$ cat src/rtl/clk_rst_seq_pkg.sv
// Shared types and parameter bounds for the reset sequencer / tick generator.
package clk_rst_seq_pkg;

    localparam int unsigned DIV_W_MIN      = 1;
    localparam int unsigned DIV_W_MAX      = 16;
    localparam int unsigned N_CH_MIN       = 1;
    localparam int unsigned N_CH_MAX       = 8;
    localparam int unsigned RST_CYCLES_MAX = 65535;
    localparam int unsigned HOLD_W         = 16;

    typedef enum logic [1:0] {
        S_HOLD = 2'd0,
        S_IDLE = 2'd1,
        S_RUN  = 2'd2,
        S_STEP = 2'd3
    } seq_state_e;

endpackage

$ cat src/rtl/clk_rst_seq_rst_sync2.sv
// Two-flop reset synchronizer: asynchronous assertion, release after two edges.
module rst_sync2 (
    input  logic clk,
    input  logic rst_n,
    output logic rst_n_sync
);

    logic meta_q;
    logic sync_q;

    always_ff @(posedge clk or negedge rst_n) begin
        if (!rst_n) begin
            meta_q <= 1'b0;
            sync_q <= 1'b0;
        end else begin
            meta_q <= 1'b1;
            sync_q <= meta_q;
        end
    end

    assign rst_n_sync = sync_q;

endmodule

$ cat src/rtl/clk_rst_seq.sv
// Reset sequencer: holds sys_rst_out after reset release, then generates
// divided tick toggles/strobes on N_CH channels in free-run or single-step mode.
module clk_rst_seq
    import clk_rst_seq_pkg::*;
#(
    parameter int unsigned RST_CYCLES = 25,
    parameter int unsigned DIV_W      = 8,
    parameter int unsigned DIV_RESET  = 3,
    parameter int unsigned N_CH       = 1
) (
    input  logic             clk_in,
    input  logic             rst_n,
    input  logic             run_en,
    input  logic             step_req,
    input  logic             div_load,
    input  logic [DIV_W-1:0] div_in,
    output logic             sys_rst_out,
    output logic [N_CH-1:0]  tick_out,
    output logic [N_CH-1:0]  tick_pulse,
    output logic             busy
);

    localparam logic [HOLD_W-1:0] HOLD_LAST   = HOLD_W'(RST_CYCLES - 1);
    localparam logic [DIV_W-1:0]  DIV_RESET_V = DIV_W'(DIV_RESET);

    seq_state_e        state;
    logic              rst_n_sync;
    logic              sys_rst_q;
    logic [HOLD_W-1:0] hold_cnt;
    logic [DIV_W-1:0]  div_q;
    logic [DIV_W-1:0]  div_cnt;
    logic [DIV_W-1:0]  div_last;
    logic [N_CH-1:0]   presc_q;
    logic [N_CH-1:0]   toggle_mask;
    logic              tick_ev;

    rst_sync2 u_rst_sync (
        .clk        (clk_in),
        .rst_n      (rst_n),
        .rst_n_sync (rst_n_sync)
    );

    // A divide ratio of 0 behaves as 1, so its terminal count is also 0.
    assign div_last = (div_q == '0) ? '0 : div_q - DIV_W'(1);
    assign busy     = (state == S_RUN) || (state == S_STEP);
    assign tick_ev  = busy && (div_cnt == div_last);

    // Channel k toggles when all lower prescaler bits are set.
    always_comb begin
        toggle_mask    = '0;
        toggle_mask[0] = 1'b1;
        for (int unsigned k = 1; k < N_CH; k++) begin
            toggle_mask[k] = toggle_mask[k-1] & presc_q[k-1];
        end
    end

    always_ff @(posedge clk_in or negedge rst_n) begin
        if (!rst_n) begin
            state      <= S_HOLD;
            sys_rst_q  <= 1'b1;
            hold_cnt   <= '0;
            div_q      <= DIV_RESET_V;
            div_cnt    <= '0;
            presc_q    <= '0;
            tick_out   <= '0;
            tick_pulse <= '0;
        end else begin
            tick_pulse <= tick_ev ? toggle_mask : '0;
            if (tick_ev) begin
                tick_out <= tick_out ^ toggle_mask;
                presc_q  <= presc_q + N_CH'(1);
            end
            if (div_load) begin
                div_q <= div_in;
            end

            unique case (state)
                S_HOLD: begin
                    if (rst_n_sync) begin
                        if (hold_cnt == HOLD_LAST) begin
                            state     <= S_IDLE;
                            sys_rst_q <= 1'b0;
                        end else begin
                            hold_cnt <= hold_cnt + HOLD_W'(1);
                        end
                    end
                end
                S_IDLE: begin
                    div_cnt <= '0;
                    if (run_en) begin
                        state <= S_RUN;
                    end else if (step_req) begin
                        state <= S_STEP;
                    end
                end
                S_RUN, S_STEP: begin
                    // A reload restarts the count even when it coincides with a tick.
                    if (tick_ev || div_load) begin
                        div_cnt <= '0;
                    end else begin
                        div_cnt <= div_cnt + DIV_W'(1);
                    end
                    if (tick_ev && ((state == S_STEP) || !run_en)) begin
                        state <= S_IDLE;
                    end
                end
                default: state <= S_HOLD;
            endcase
        end
    end

    assign sys_rst_out = sys_rst_q;

endmodule

$ cat config.mk
export PLATFORM = sky130hd
export DESIGN_NAME = clk_rst_seq
export DESIGN_NICKNAME = d
export VERILOG_FILES = /design/src/rtl/clk_rst_seq_pkg.sv /design/src/rtl/clk_rst_seq_rst_sync2.sv /design/src/rtl/clk_rst_seq.sv
export SDC_FILE = /design/constraint.sdc
export NUM_CORES = 1
export LEC_CHECK = 0
export BUFFER_PORTS_ARGS = -buffer_cell sky130_fd_sc_hd__buf_2
export CAP_MARGIN = 20
export CORE_ASPECT_RATIO = 2
export CORE_MARGIN = 2
export CORE_UTILIZATION = 25
export DETAILED_ROUTE_END_ITERATION = 6
export SYNTH_ARGS = -nofsm -noshare
export SYNTH_HDL_FRONTEND = slang
export SYNTH_SLANG_ARGS = --single-unit
$ cat constraint.sdc
create_clock -name clk_in -period 3.3 [get_ports clk_in]
set_clock_uncertainty 0.1 [all_clocks]
set_input_delay 0.99 -clock clk_in [delete_from_list [all_inputs] [get_ports clk_in]]
set_output_delay 0.99 -clock clk_in [all_outputs]
set_load 0.005 [all_outputs]
==> results of run 1 <==
-- per-layer routing --
metal | track usage | up-vias | wire length, um
met5 | 0 | - | 0
met4 | 0.0878 | 0 | 256
met3 | 0.0186 | 19 | 87
met2 | 0.208 | 31 | 2640
met1 | 0.111 | 783 | 1530
li1 | - | 771 | -
-- report_power, final --
part           switching (mW)  leakage [nW]  internal (mW)
clock network           0.205        0.0664          0.282
registers              0.0897         0.503          0.541
logic                   0.153         0.462          0.137
-- area by class of cell --
class | instances | share of cell area
Multi-Input combinational cell | 151 | 0.427
Clock buffer | 5 | 0.0522
Timing Repair Buffer | 17 | 0.0365
Clock inverter | 3 | 0.00992
Inverter | 9 | 0.0141
Tap cell | 98 | 0.0511
Sequential cell | 39 | 0.409
-- registers in the layout, summed over array words and instances, names as in the netlist --
signal                 count
u_rst_sync.rst_n_sync      1
u_rst_sync.meta_q          1
div_cnt                    8
div_q                      8
hold_cnt                  16
state                      2
tick_out                   1
sys_rst_out                1
tick_pulse                 1
-- worst min path at each step --
| stage | from | endpoint | slack (ns) | cells past startpoint |
|---|---|---|---|---|
| after floorplan | u_rst_sync.meta_q | u_rst_sync.rst_n_sync | 0.23 | 0 |
| after global placement | u_rst_sync.meta_q | u_rst_sync.rst_n_sync | 0.23 | 0 |
| after global routing | u_rst_sync.meta_q | u_rst_sync.rst_n_sync | 0.26 | 0 |
| after detailed placement | u_rst_sync.meta_q | u_rst_sync.rst_n_sync | 0.24 | 0 |
| after CTS | u_rst_sync.meta_q | u_rst_sync.rst_n_sync | 0.25 | 0 |
| final | u_rst_sync.meta_q | u_rst_sync.rst_n_sync | 0.25 | 0 |
-- cell families after synthesis --
logic type / count (synthesis)
flops: 39
other cells: 1
buf+inv: 18
xor+xnor: 21
compound gates: 39
simple gates: 78
fa+ha+maj: 4
mux: 8
-- layout by cell type (no fill, tap or decap), types with 2 or more instances in the layout --
master and instances:
o21ai_0 13, o22ai_1 4, o21bai_1 2, nand4_1 5, a32o_1 2, nand2b_1 3, ha_1 4, nor3b_1 2
nand2_1 15, inv_1 9, nor3_1 5, a21oi_1 2, mux2_2 7, buf_2 16, nand3_1 9, clkinvlp_4 2
nor4_1 3, xnor2_1 14, nor2_1 16, dfrtp_1 36, or3b_2 2, or4_1 2, or3_1 3, o2bb2ai_1 2
o311ai_1 2, clkbuf_16 5, xor2_1 7, dfstp_2 3, and3_1 6
-- stage by stage --
step / hold WS, ns / util / area, um^2
3_3_place_gp: 0.234 / 0.275 / 2250
6_report: 0.250 / 0.293 / 2400
3_5_place_dp: 0.236 / 0.275 / 2250
2_1_floorplan: 0.231 / - / 2080
5_1_grt: 0.262 / 0.293 / 2400
4_1_cts: 0.251 / 0.293 / 2400
==> impl_metrics.ini, run 1 <==
[status]
status = completed

[synth]
ys_ff_latch = 39
synthMostInstantiatedCell = dfrtp_1
synth-simple-area-share = 0.202
ys_async_sr_fraction = 1.00
synth_top_family_by_area = simple AND/OR/NAND/NOR gates
synth_top_area_share = 0.432
syn-num-nets = 225
muxShareOfSynthArea = 0.0426
ys_types = 51
synthesis.area_um2 = 2080
yosys.area.top_type = dfrtp_1
synthXorXnorAreaFrac = 0.0882
postSynthAreaPerCell_um2 = 10.0
synth_compound_area_frac = 0.133
synth.area.top_cells = dfrtp_1, xnor2_1, dfstp_2
synth_ff_type = dfrtp_1
synthTopCellsByCount = dfrtp_1, nor2_1, nand2_1
yosys_warnings = 0
synth_edf_count = 0
ys_seq_area_frac = 0.470
synth_fa_ha_area_frac = 0.0240
syn_inst = 208

[setup_path]
critPathArrivalTime_ns = 2.98
r2r-start = div_q[0]
cp_top_family = compound AO/OA/AOI/OAI gates
worst-path-buf-inv = 2
reg2reg_slack_ns = 0.40
crit_cells = 10
startpoint = div_q[0]
worstPathCellList = inv_1 -> ha_1 -> or3b_2 -> a22o_1 -> o32ai_1 -> o2111ai_1 -> o31ai_2 -> buf_4 -> nor2_1 -> a211o_1
critPathKind = reg -> reg
max_stage_delay_ns = 0.59
rr_endpoint = div_cnt[6]
slowest_stage = dfstp_2
worstSetupEndpoint = div_cnt[6]
path_max_fanout = 11
start_kind = register
crit_path_end_kind = register
required_ns = 3.38
ff2ff_path_depth = 10

[clock_tree]
clockBufferDepth = 2
cts-root-buf = clkbuf_16
cts-resized-gates = 0
clk_latency_ns = 0.29
cts_setup_buffers = 0
cts.sinks = 39
h-tree-depth = 2
cts_tree = built
cts.reportedPaths.clkPinSlew_ns = 0.06
cts_hold_buf = 0
cts_made_buffers = 5

[global_routing]
grt_pass1_wl_um = 7890
grt_pass1_vias = 1670
overflow = 0
grt.total_usage = 0.117
antenna_found_initial = 0
grt_max_degree = 40

[routing]
drcViolationCount = 0
drtIter0Drc = 112
wire_per_inst_um = 14.0
wl_um = 4510
vias = 1604
ant_nets = 0
avgViaCountPerCell = 4.98
dr.pass1.iters = 5

[sta]
fin_crit_sh = 0.880
rsz0062_at_grt = false
tns_ns = 0
finalMaxSlewViolations = 0
finalSetupViolations = 0
hold_viol_final = 0
period_needed_ns = 2.90
max_slew_margin = 0.426
worstMarginPinSlew_ns = 0.861
fin_ws_ns = 0.397
max_clock_freq_ghz = 0.344

[die]
fp.dieW_um = 68.6
num_rows = 47
start_util = 0.255
design.die.area_um2 = 9130
ios = 17
die_h_um = 133
core_area_um2 = 8170

[layout]
fin_cells = 322
fill_cells = 852
drive_gt1_frac = 0.192
area_delta_synth_final_pct = 15.0
final_nets = 240
multiInputGateArea_um2 = 1020
area.sequential_um2 = 980
diodes = 0

[power]
power_density_nw_per_um2 = 587
power.total_mw = 1.41
power_leakage_nw = 1.03
ir_drop_uv = 198

[place]
dp_cells = 314
dp_hpwl_um = 3400
gp_congestion = 0.896
pre_cts_slack_ns = 0.386
port_buffers = 16

[flow_run]
max_cap_viol_count = 0

[hold_path]
hold_path.class = reg -> reg
Note: power is estimated with default switching activity, not from simulation.
==> run 2, diff against run 1 <==
- clock period: 3.3 -> 3.2 ns (I/O delays scaled with it)
==> run 2 against run 1 <==
Compared with the run above: combinational power rose by 3%; global-route usage rose by 0.21 points; flip-flop and latch count did not move; setup slack got worse by 0.093 ns; register-to-register slack got worse by 0.09 ns; count of clock-buffer cells in the layout rose by 1; fmax rose by 0.23%; non-clock buffer count did not move; via count rose by 0.81%; critical path type unchanged.
==> impl_metrics.ini, run 2 (synthesis results as in run 1) <==
[clock_tree]
cts_tree = built
cts-resized-gates = 0
cts.sinks = 39
cts.reportedPaths.clkPinSlew_ns = 0.06
clockBufferDepth = 2
cts_made_buffers = 5
cts-root-buf = clkbuf_16
clk_latency_ns = 0.29
cts_setup_buffers = 0
cts_hold_buf = 0
h-tree-depth = 2

[global_routing]
overflow = 0
grt_pass1_vias = 1682
antenna_found_initial = 0
grt.total_usage = 0.119
grt_max_degree = 40
grt_pass1_wl_um = 8000

[die]
ios = 17
die_h_um = 133
start_util = 0.255
num_rows = 47
core_area_um2 = 8170
fp.dieW_um = 68.6
design.die.area_um2 = 9130

[sta]
fin_ws_ns = 0.304
fin_crit_sh = 0.905
rsz0062_at_grt = false
max_clock_freq_ghz = 0.345
hold_viol_final = 0
tns_ns = 0
finalSetupViolations = 0
period_needed_ns = 2.90
whs_ns = 0.250
worstMarginPinSlew_ns = 0.871
finalMaxSlewViolations = 0
max_slew_margin = 0.419

[hold_path]
hold_path.class = reg -> reg
whs_path_depth = 0
holdPathEnd = u_rst_sync.rst_n_sync
min_from = u_rst_sync.meta_q

[layout]
largest_reg_flops = 16
final_nets = 240
area_delta_synth_final_pct = 14.6
regMostFlops = hold_cnt
fill_cells = 846
mostFrequentLayoutCells = dfrtp_1, nor2_1, buf_2, nand2_1, xnor2_1
fin_area_um2 = 2390
drive_gt1_frac = 0.188
reg.largest.list = hold_cnt (16), div_cnt (8), div_q (8)
final_common_cell = dfrtp_1
diodes = 0

[flow_run]
max_cap_viol_count = 0

[routing]
dr.pass1.iters = 5
wire_per_inst_um = 14.3
drtIter0Drc = 101
drcViolationCount = 0
wl_um = 4590
vias = 1617
avgViaCountPerCell = 5.02
ant_nets = 0

[setup_path]
worstPathCellList = inv_1 -> ha_1 -> or3b_2 -> a22o_1 -> o32ai_1 -> o2111ai_1 -> o31ai_2 -> buf_4 -> nor2_1 -> a211o_1
path_max_fanout = 11
reg2reg_slack_ns = 0.30
cp_top_family = compound AO/OA/AOI/OAI gates
critPathArrivalTime_ns = 2.97
r2r-start = div_q[0]
start_kind = register
rr_endpoint = div_cnt[6]
worst-path-buf-inv = 2
crit_path_end_kind = register
critPathKind = reg -> reg
max_stage_delay_ns = 0.58
required_ns = 3.28
slowest_stage = dfstp_2
ff2ff_path_depth = 10

[power]
power.total_mw = 1.44
ir_drop_uv = 196
power_density_nw_per_um2 = 604
power_leakage_nw = 1.03

[place]
pre_cts_slack_ns = 0.294
port_buffers = 16
place_area_um2 = 2250
dp_hpwl_um = 3380
gp_congestion = 0.896

[status]
status = completed
==> run 2: changes by cell type in the layout (fill, tap and decap cells not counted), sizes merged <==
| cell | previous run | this run |
|---|---|---|
| clkinvlp | 2 | 1 |
| clkbuf | 5 | 6 |
| inv | 10 | 9 |
| clkinv | 0 | 1 |
==> run 2: worst max path at each step <==
| stage | startpoint | end | slack (ns) | depth (start not counted) |
|---|---|---|---|---|
| 6_report | div_q[0] | div_cnt[6] | 0.30 | 10 |
| 2_1_floorplan | div_q[0] | div_cnt[6] | 0.42 | 10 |
| 3_3_place_gp | div_q[0] | div_cnt[6] | 0.33 | 10 |
| 4_1_cts | div_q[0] | div_cnt[6] | 0.29 | 10 |
| 3_5_place_dp | div_q[0] | div_cnt[6] | 0.29 | 10 |
| 5_1_grt | div_q[0] | div_cnt[6] | 0.09 | 10 |
==> run 2: layout make-up <==
type,instances,area (um^2),area share
clock inverters,2,12.5,0.00524
repair buffers,17,87.6,0.0366
flip-flops and latches,39,980,0.410
well taps,98,123,0.0513
clock buffers,6,129,0.0539
inverters,9,33.8,0.0141
multi-input cells,151,1020,0.429
==> run 2: metal layers <==
metal  routed length, um  vias to the layer above  GRT usage  share of wire
met2                2660                       29      0.208           0.58
met4                 249                        0     0.0878          0.054
met3                 110                       18     0.0211          0.024
met1                1570                      800      0.117           0.34
met5                   0                        -          0              0
li1                    -                      770          -              -
==> run 2: power breakdown <==
group	switching, mW	internal [mW]
Clock	0.203	0.288
Combinational	0.159	0.141
Sequential	0.0926	0.559
Total	0.455	0.987
==> run 2: stage by stage <==
step	cells	utilization
5_1_grt	322	0.292
2_1_floorplan	208	-
6_report	322	0.292
3_3_place_gp	314	0.275
4_1_cts	322	0.292
3_5_place_dp	314	0.275
==> run 3, diff against run 2 <==
- ABC_AREA: default -> 1
==> run 3 against run 2 <==
Compared with the run above: setup slack better by 0.67 ns; sequential share of layout area fell by 3.4 points; highest routed layer unchanged; first-iteration DRC count is 2.0% lower; non-clock buffer count down 1; fmax rose by 30%; clock power fell by 2%; flip-flop and latch count did not move; count of clock-buffer cells in the layout rose by 1; sequential power down 3.5%; hold slack is essentially flat; routed wire length up 15%.
==> impl_metrics.ini, run 3 <==
[synth]
yosys_warnings = 0
yosys.area.top_type = dfrtp_1
synthesis.area_um2 = 2270
synth_top_area_share = 0.396
postSynthAreaPerCell_um2 = 7.78
syn_inst = 292
ys_async_sr_fraction = 1.00
ys_ff_latch = 39
synthTopCellsByCount = nand2_1, inv_1, dfrtp_1
synth.area.top_cells = dfrtp_1, nand2_1, xor2_1
ys_types = 28
synth_ff_type = dfrtp_1
syn-num-nets = 309
synth_edf_count = 0
ys_seq_area_frac = 0.431
synthMostInstantiatedCell = nand2_1

[layout]
diodes = 0
largest_reg_flops = 16
reg.largest.list = hold_cnt (16), div_cnt (8), div_q (8)
fin_area_um2 = 2610
area_delta_synth_final_pct = 14.6
fill_cells = 946
fin_cells = 415
final_nets = 329
final_common_cell = nand2_1
drive_gt1_frac = 0.147
mostFrequentLayoutCells = nand2_1, inv_1, dfrtp_1, nor2_1
regMostFlops = hold_cnt

[routing]
vias = 1870
dr.pass1.iters = 4
drtIter0Drc = 99
wl_um = 5300
drcViolationCount = 0
avgViaCountPerCell = 4.51
wire_per_inst_um = 12.8
ant_nets = 0

[place]
place_area_um2 = 2470
pre_cts_slack_ns = 0.954
dp_cells = 407
port_buffers = 16
gp_congestion = 0.823
dp_hpwl_um = 4180

[power]
clkPwrFrac = 0.335
p_seq_frac = 0.437
power.total_mw = 1.44
power_switching_uw = 473
ir_drop_uv = 247
intPower_uw = 965
power_density_nw_per_um2 = 552
power_leakage_nw = 1.22
p_comb_frac = 0.228
power.share.switching = 0.329

[setup_path]
r2r-start = div_q[0]
critPathArrivalTime_ns = 2.33
slowest_stage = dfstp_2
path_max_fanout = 9
max_stage_delay_ns = 0.53
start_kind = register
ff2ff_path_depth = 11
reg2reg_slack_ns = 0.97
worstPathCellList = inv_1 -> ha_1 -> nand2_1 -> nor2_2 -> nand2_4 -> nand3_2 -> xor2_1 -> nor2_2 -> nand2_2 -> nand3_4 -> o22ai_1
crit_path_end_kind = register
required_ns = 3.30
critPathKind = reg -> reg
cpMostUsedCell = nor2_2
rr_endpoint = div_cnt[3]

[clock_tree]
cts.reportedPaths.clkPinSlew_ns = 0.06
cts.sinks = 39
cts_made_buffers = 5
cts_tree = built
cts-root-buf = clkbuf_16
clockBufferDepth = 2
cts-resized-gates = 0
cts_hold_buf = 0
cts_setup_buffers = 0
clk_latency_ns = 0.29
h-tree-depth = 2

[die]
die_h_um = 139
design.die.area_um2 = 9910
num_rows = 49
fp.dieW_um = 71.4
core_area_um2 = 8890
start_util = 0.256
ios = 17

[sta]
hold_viol_final = 0
fin_crit_sh = 0.697
max_clock_freq_ghz = 0.448
worstMarginPinSlew_ns = 0.891
fin_ws_ns = 0.970
tns_ns = 0
period_needed_ns = 2.23
finalSetupViolations = 0
rsz0062_at_grt = false
max_slew_margin = 0.406
finalMaxSlewViolations = 0

[hold_path]
hold_path.class = reg -> reg
min_from = u_rst_sync.meta_q
holdPathEnd = u_rst_sync.rst_n_sync
whs_path_depth = 0

[global_routing]
antenna_found_initial = 0
overflow = 0
grt_max_degree = 40
grt_pass1_vias = 1954
grt_pass1_wl_um = 9060
grt.total_usage = 0.119

[status]
status = completed

[flow_run]
max_cap_viol_count = 0
## run 3: cell types whose count changed after synthesis, sizes merged, moves of 11 or more
cell | before | now
xnor2 | 14 | 3
nand2 | 15 | 78
xor2 | 7 | 19
nor2 | 17 | 33
inv | 9 | 44
nand3 | 9 | 23
## run 3: area by class of cell
type,count,area [um^2],share of cell area
Clock buffer,7,133,0.0509
Clock inverter,1,5.00,0.00192
Inverter,44,165,0.0634
Multi-Input combinational cell,206,1110,0.428
Sequential cell,39,980,0.376
Tap cell,102,128,0.0490
Timing Repair Buffer,16,80.1,0.0307
## run 3: cells by family after synthesis
kind of cell | Yosys count | synth area share
AND/OR/NAND/NOR | 154 | 0.322
buffers and inverters | 47 | 0.0782
flip-flops | 39 | 0.431
AO/OA/AOI/OAI | 25 | 0.0600
XOR/XNOR | 22 | 0.0848
adder cells (fa/ha/maj) | 4 | 0.0220
other | 1 | 0.00165
## run 3: critical path, delay by kind of cell, from the launching register on
family          cells  cell delay, ns
compound gates      1            0.16
flops               1            0.53
fa+ha+maj           1            0.28
simple gates        7            0.72
xor+xnor            1            0.24
buf+inv             1            0.09
## run 3: metal layers
metal  share of wire  track usage
met1            0.36        0.120
met2            0.57        0.217
met4           0.042       0.0705
met5               0            0
met3           0.022       0.0211
## run 3: worst max-delay path by stage
| stage | from | end | slack, ns |
|---|---|---|---|
| after floorplan | div_q[0] | state[0] | 1.21 |
| after global placement | div_q[0] | div_cnt[6] | 1.05 |
| after detailed placement | div_q[0] | div_cnt[7] | 0.95 |
| after CTS | div_q[0] | div_cnt[7] | 0.94 |
| after global routing | div_q[0] | div_cnt[7] | 0.77 |
| final | div_q[0] | div_cnt[3] | 0.97 |
## run 3: power by group through the flow
stage | Clock (mW) | Sequential [mW] | Combinational (mW)
finish | 0.482 | 0.628 | 0.327
global route | 0.522 | 0.636 | 0.386
CTS | 0.495 | 0.628 | 0.335
detailed placement | 0 | 0.636 | 0.333
global placement | 0 | 0.635 | 0.326
floorplan | 0 | 0.605 | 0.264
## run 3: per-stage QoR
stage           util  hold WS (ns)
2_1_floorplan      -         0.231
3_3_place_gp   0.278         0.232
3_5_place_dp   0.278         0.236
4_1_cts        0.293         0.250
5_1_grt        0.293         0.262
6_report       0.293         0.250
